==> src/rtl/tog_pkg.sv <==
// rtl/tog_pkg.sv - shared parameters and types for the toggle event decoder
package tog_pkg;

   localparam int SYNC_STAGES_DEF = 2;
   localparam int FILT_LEN_DEF    = 2;
   localparam int CNT_W_DEF       = 4;
   localparam int TOTAL_W         = 16;
   localparam int PEND_MAX_DEF    = (1 << CNT_W_DEF) - 1;

   // What the pending counter does on a given cycle.
   typedef enum logic [1:0] {
      CNT_HOLD = 2'd0,
      CNT_INC  = 2'd1,
      CNT_DEC  = 2'd2,
      CNT_DROP = 2'd3
   } cnt_op_e;

endpackage

==> src/rtl/tog_sync_filter.sv <==
// rtl/tog_sync_filter.sv - synchroniser and glitch filter for the toggle line
// Emits the filtered level and a one-cycle strobe whenever that level flips.
module tog_sync_filter
   import tog_pkg::*;
#(
   parameter int SYNC_STAGES = SYNC_STAGES_DEF,
   parameter int FILT_LEN    = FILT_LEN_DEF
) (
   input  logic clk,
   input  logic rst,
   input  logic tog_in,
   output logic level,
   output logic edge_stb
);

   localparam int FCNT_W = (FILT_LEN > 1) ? $clog2(FILT_LEN) : 1;
   localparam logic [FCNT_W-1:0] FCNT_MAX = FCNT_W'(FILT_LEN - 1);

   logic [SYNC_STAGES-1:0] sync_q, sync_d;
   logic [FCNT_W-1:0]      fcnt_q, fcnt_d;
   logic                   level_q, level_d;
   logic                   mismatch;

   always_comb begin
      sync_d   = {sync_q[SYNC_STAGES-2:0], tog_in};
      mismatch = sync_q[SYNC_STAGES-1] ^ level_q;
      fcnt_d   = '0;
      level_d  = level_q;
      edge_stb = 1'b0;
      // The strobe is decoded from registers, so it lines up with the level flip.
      if (mismatch) begin
         if (fcnt_q == FCNT_MAX) begin
            level_d  = ~level_q;
            edge_stb = 1'b1;
         end else begin
            fcnt_d = fcnt_q + FCNT_W'(1);
         end
      end
   end

   always_ff @(negedge clk) begin
      if (rst) begin
         sync_q  <= '0;
         fcnt_q  <= '0;
         level_q <= 1'b0;
      end else begin
         sync_q  <= sync_d;
         fcnt_q  <= fcnt_d;
         level_q <= level_d;
      end
   end

   assign level = level_q;

endmodule

==> src/rtl/toggle_event_decoder.sv <==
// rtl/toggle_event_decoder.sv - turns toggle-line flips into queued, handshaked events
// Pending counter saturates with a sticky overflow; total_cnt wraps.
module toggle_event_decoder
   import tog_pkg::*;
#(
   parameter int SYNC_STAGES = SYNC_STAGES_DEF,
   parameter int FILT_LEN    = FILT_LEN_DEF,
   parameter int CNT_W       = CNT_W_DEF
) (
   input  logic               clk,
   input  logic               rst,
   input  logic               tog_in,
   input  logic               en,
   input  logic               evt_ready,
   input  logic               clr_ovf,
   output logic               evt_valid,
   output logic [CNT_W-1:0]   pending,
   output logic               level,
   output logic               overflow,
   output logic [TOTAL_W-1:0] total_cnt
);

   localparam logic [CNT_W-1:0] PEND_MAX = {CNT_W{1'b1}};

   logic               edge_stb;
   logic               inc, dec;
   cnt_op_e            cnt_op;
   logic [CNT_W-1:0]   pending_q, pending_d;
   logic               overflow_q, overflow_d;
   logic [TOTAL_W-1:0] total_q, total_d;

   tog_sync_filter #(
      .SYNC_STAGES(SYNC_STAGES),
      .FILT_LEN   (FILT_LEN)
   ) u_sync_filter (
      .clk     (clk),
      .rst     (rst),
      .tog_in  (tog_in),
      .level   (level),
      .edge_stb(edge_stb)
   );

   assign evt_valid = (pending_q != '0);
   assign inc       = edge_stb & en;
   assign dec       = evt_valid & evt_ready;

   always_comb begin
      cnt_op = CNT_HOLD;
      if (inc && !dec) begin
         cnt_op = (pending_q == PEND_MAX) ? CNT_DROP : CNT_INC;
      end else if (!inc && dec) begin
         cnt_op = CNT_DEC;
      end
   end

   always_comb begin
      pending_d  = pending_q;
      overflow_d = overflow_q;
      total_d    = total_q;
      if (inc) begin
         total_d = total_q + TOTAL_W'(1);
      end
      if (clr_ovf) begin
         overflow_d = 1'b0;
      end
      // A drop in the same cycle as clr_ovf must still leave overflow set.
      case (cnt_op)
         CNT_INC:  pending_d  = pending_q + CNT_W'(1);
         CNT_DEC:  pending_d  = pending_q - CNT_W'(1);
         CNT_DROP: overflow_d = 1'b1;
         default:  pending_d  = pending_q;
      endcase
   end

   always_ff @(negedge clk) begin
      if (rst) begin
         pending_q  <= '0;
         overflow_q <= 1'b0;
         total_q    <= '0;
      end else begin
         pending_q  <= pending_d;
         overflow_q <= overflow_d;
         total_q    <= total_d;
      end
   end

   assign pending   = pending_q;
   assign overflow  = overflow_q;
   assign total_cnt = total_q;

endmodule

==> config.mk <==
export PLATFORM = sky130hd
export DESIGN_NAME = toggle_event_decoder
export DESIGN_NICKNAME = d
export VERILOG_FILES = /design/src/rtl/tog_pkg.sv /design/src/rtl/tog_sync_filter.sv /design/src/rtl/toggle_event_decoder.sv
export SDC_FILE = /design/constraint.sdc
export NUM_CORES = 1
export LEC_CHECK = 0
export ABC_AREA = 1
export BUFFER_PORTS_ARGS = -buffer_cell sky130_fd_sc_hd__buf_2
export CORE_MARGIN = 4
export CORE_UTILIZATION = 47
export DETAILED_ROUTE_END_ITERATION = 12
export PLACE_DENSITY = 0.74
export SLEW_MARGIN = 30
export SYNTH_ARGS = -nofsm -noshare
export SYNTH_HDL_FRONTEND = slang
export SYNTH_HIERARCHICAL = 1
export SYNTH_SLANG_ARGS = --single-unit
==> constraint.sdc <==
create_clock -name clk -period 1.9 [get_ports clk]
set_clock_uncertainty 0.2 [all_clocks]
set_input_delay 0.19 -clock clk [delete_from_list [all_inputs] [get_ports clk]]
set_output_delay 0.19 -clock clk [all_outputs]
set_load 0.02 [all_outputs]
# Word-level counts from Yosys, hierarchy flattened
# Index checks and enable logic that the tools add are counted.
# op_classes
n_addsub,4
n_eq_ne,4
muxes,8
n_bitwise,5
n_reduce_logical,9
# ops
op,n
16-bit by 1-bit adder with 16-bit output (second input constant),1
4-bit case mux with 2 select lines,1
2-bit two-way mux,3
4-bit by 1-bit adder with 4-bit output (second input constant),1
2-bit equality test (second input constant),2
4-bit equality test (second input constant),1
1-bit two-way mux,4
2-bit nonzero test,2
4-bit nonzero test,1
4-bit by 1-bit subtractor with 4-bit output (second input constant),1
3-bit OR reduction,1
1-bit AND,2
2-bit by 1-bit equality test with 1-bit output (second input constant),1
1-bit logical AND,2
1-bit logical NOT,2
1-bit NOT,2
2-bit AND reduction,1
1-bit adder (second input constant),1
1-bit XOR,1
# totals
ff_bits,25
inputBits,6
out_inout_bits,23
elab_cells,36

# Logic depth before layout (Yosys ltp)
# depth
ltp_word,9
ltp_mapped,16

# By module
# Netlist, hierarchy kept.
# by_module_without_submodules
mod,n_inst,cells_each,area_per_inst_um2,seq_area_each_um2
toggle_event_decoder,1,158,1143.6,420.4
tog_sync_filter,1,22,148.9,80.1

==> results.sh <==
export IMPL_outcome="finished with violations"
export IMPL_violations="negative setup slack"
export IMPL_setup_ws_ns=-0.5633
export IMPL_fillCellCount=92
export IMPL_syn_inst=180
export IMPL_drtIter0Drc=140
export IMPL_min_delay_path_class="flop to flop"
export IMPL_yosysSeqAreaShare=0.3872
export IMPL_clock_latency_ns=0.41
export IMPL_synth_net_count=191
export IMPL_cts_sinks=25
export IMPL_cap_violations=0
export IMPL_slew_violations=0
export IMPL_drt_total_wl_mm=5.506
export IMPL_place_congestion=0.8454
export IMPL_io_buffers=28
export IMPL_fp_dieH_um=60.44
export IMPL_timing_rr_end="pending[3]"
export IMPL_use_met1=0.2253
export IMPL_tightest_slew_ns=0.2734
export IMPL_final_setup_tns_ns=-10.29
export IMPL_grt_setup_unrepaired="yes"
export IMPL_grt_util_met3=0.06596
export IMPL_die_area_sq_um=3653
export IMPL_final_hold_violation_count=0
export IMPL_grt_busiest_layer="met2"
export IMPL_nNetsFinal=301
export IMPL_holdPathEnd="u_sync_filter/sync_q[1]"
export IMPL_yosys_area_share_simple=0.3214
export IMPL_drtPass1Iterations=5
export IMPL_r2r_start="u_sync_filter/level"
export IMPL_synth_mux_area_frac=0
export IMPL_drive_above_1_share=0.5225
export IMPL_hold_depth=2
export IMPL_grt_overflow=0
export IMPL_syn_area_sq_um=1292
export IMPL_synthAdderAreaFrac=0.05421
export IMPL_synth_edf_count=0
export IMPL_grt_met2_usage=0.4414
export IMPL_synth_main_ff_cell="dfxtp_1"
export IMPL_grt_total_usage=0.2295
export IMPL_grt_pass1_wl_mm=6.417
export IMPL_worstPathMaxFanout=6
export IMPL_synth_xor_area_frac=0.02711
export IMPL_ys_warn_count=6
export IMPL_fin_cells=319
export IMPL_clkTransAtPathRegs_ns=0.06
export IMPL_num_vias=1769
export IMPL_min_from="u_sync_filter/sync_q[0]"
export IMPL_h_tree_depth=1
export IMPL_grt_max_degree=15
export IMPL_via_per_inst=5.545
export IMPL_route_detailed_drc=0
export IMPL_dp_hpwl_mm=2.424
export IMPL_cp_required_ns=1.02
export IMPL_ff2ff_path_depth=17
export IMPL_antenna_cells=0
export IMPL_cts_root_buf="clkbuf_4"
export IMPL_synth_top_family_by_area="simple AND/OR/NAND/NOR gates"
export IMPL_ys_types=27
export IMPL_grt_pass1_vias=1574
export IMPL_dieWidth_um=60.44
export IMPL_yosys_register_bits=25
export IMPL_setup_viol=37
export IMPL_ir_drop_mv=1.274
export IMPL_wl_per_cell_um=17.26
export IMPL_yosysTopAreaCell="dfxtp_1"
export IMPL_synth_area_per_cell_sq_um=7.181
export IMPL_synth_area_leaders="dfxtp_1 (39%), nor2_1 (9.6%), inv_1 (9.3%)"
export IMPL_cts_buffer_depth=2
export IMPL_syn_to_final_growth_pct=83.06
export IMPL_powerDensity_nw_per_um2=897.9
export IMPL_coreArea_sq_um=2545
export IMPL_start_util=0.5079
export IMPL_rows=18
export IMPL_crit_type="input port to flop"
export IMPL_async_reset_ff_frac=0
export IMPL_rrSetupSlack_ns=-0.29
export IMPL_cts_tree="built"
export IMPL_leakage_uw=0.001210
export IMPL_cp_end_kind="flop"
export IMPL_place_inst=262
export IMPL_ios=29
export IMPL_critPathLaunchType="input port"
export IMPL_max_slew_margin_rel=0.8170
export IMPL_yosysTopAreaCellShare=0.3872
export IMPL_antenna_found_initial=0
export IMPL_synth_compound_area_frac=0.1055
export IMPL_ant_nets=0
export IMPL_numCtsBuffers=3
export IMPL_cp_arrival_ns=1.58
==> Yosys cell counts, types with 3 or more instances <==
| cell type | number |
|---|---|
| o21ai_0 | 10 |
| nor2_1 | 33 |
| nor3_1 | 3 |
| nand3_1 | 5 |
| nand2_1 | 28 |
| a21oi_1 | 11 |
| nand4_1 | 4 |
| dfxtp_1 | 25 |
| nand3_2 | 4 |
| ha_1 | 4 |
| inv_1 | 32 |
==> flip-flops by register name (all words and copies together), names as in the netlist <==
register              flops
u_sync_filter/level       1
total_cnt                16
u_sync_filter/sync_q      2
pending                   4
u_sync_filter/fcnt_q      1
overflow                  1
==> layout by cell type, fill, tap and decap left out <==
master,instances
o21ai_0,3
fa_1,1
nor3_4,1
dfxtp_4,4
nand3_4,2
clkbuf_4,3
nor2_1,27
nand2_2,5
nand2_8,1
a21oi_2,3
buf_4,52
nor2_2,5
nor3_1,3
a31oi_1,1
nand4_4,1
ha_1,2
dfxtp_1,2
nand4_1,4
a21oi_1,8
o21ai_1,5
buf_2,4
xor2_1,2
inv_1,52
inv_2,2
buf_8,2
nand2_4,1
ha_4,2
a2bb2oi_2,1
dfxtp_2,19
and3_1,1
nand3_1,2
o21ai_2,3
xnor2_1,2
nor2_4,5
nand2_1,23
inv_4,3
nand3_2,5
o21bai_2,1
buf_6,26
==> worst max path at each step <==
| stage | from | endpoint | slack [ns] | cells past startpoint |
|---|---|---|---|---|
| after global routing | evt_ready | pending[0] | -0.60 | 10 |
| after CTS | pending[0] | evt_valid | -0.50 | 3 |
| after floorplan | en | pending[3] | -0.50 | 12 |
| after global placement | evt_ready | pending[0] | -0.68 | 10 |
| after detailed placement | evt_ready | pending[0] | -0.82 | 10 |
| final | evt_ready | pending[0] | -0.56 | 10 |
==> per-layer routing <==
layer / wire [um] / up-vias
met5: 0 / -
met4: 338 / 0
met3: 391 / 48
met2: 2845 / 130
met1: 1931 / 802
li1: - / 789
==> per-stage QoR <==
| step | cell area, sq um | setup WS, ns | power [uW] | hold WS [ns] | utilization |
|---|---|---|---|---|---|
| 6_report | 2366 | -0.5633 | 2124 | 0.2297 | 0.9297 |
| 4_1_cts | 2146 | -0.4977 | 1957 | 0.2059 | 0.8432 |
| 3_5_place_dp | 1758 | -0.8224 | 1456 | 0.2005 | 0.6908 |
| 2_1_floorplan | 1404 | -0.4964 | 1201 | 0.1883 | - |
| 3_3_place_gp | 1758 | -0.6770 | 1427 | 0.1916 | 0.6908 |
| 5_1_grt | 2366 | -0.5989 | 2262 | 0.2508 | 0.9297 |
==> where the power goes <==
part / total, uW / switching, uW / internal, uW / leakage [uW]
logic: 1000 / 511 / 492 / 0.000843
registers: 629 / 45.9 / 583 / 0.000215
clock network: 493 / 348 / 145 / 0.000152
==> critical path: stages <==
cell and delay [ns]:
buf_2 0.12, inv_1 0.05, a21oi_1 0.21, nor2_1 0.12
inv_1 0.08, o21ai_1 0.06, ha_1 0.41, inv_1 0.11
o21ai_1 0.16, a21oi_1 0.07
==> layout make-up <==
type / count / area (sq um) / share of cell area
well taps: 30 / 37.54 / 0.01586
inverters: 31 / 123.9 / 0.05235
multi-input cells: 120 / 812.0 / 0.3432
clock buffers: 3 / 22.52 / 0.009519
flip-flops and latches: 25 / 539.3 / 0.2279
repair buffers: 84 / 733.2 / 0.3099
clock inverters: 26 / 97.59 / 0.04125
==> kinds of logic after synthesis <==
family,count (synthesis)
and+or+nand+nor,86
buffers and inverters,35
AOI/OAI and AO/OA,25
DFF,25
adders and majority gates,5
xor gates and xnor gates,4
==> timing repair <==
action | CTS | global route
gates resized for setup | 74 | 24
pin swaps | 8 | 7
hold buffers | 0 | 0
endpoints found under the setup margin | 37 | 40
buffers inserted | 10 | 20
(Power assumes the default switching activity.)
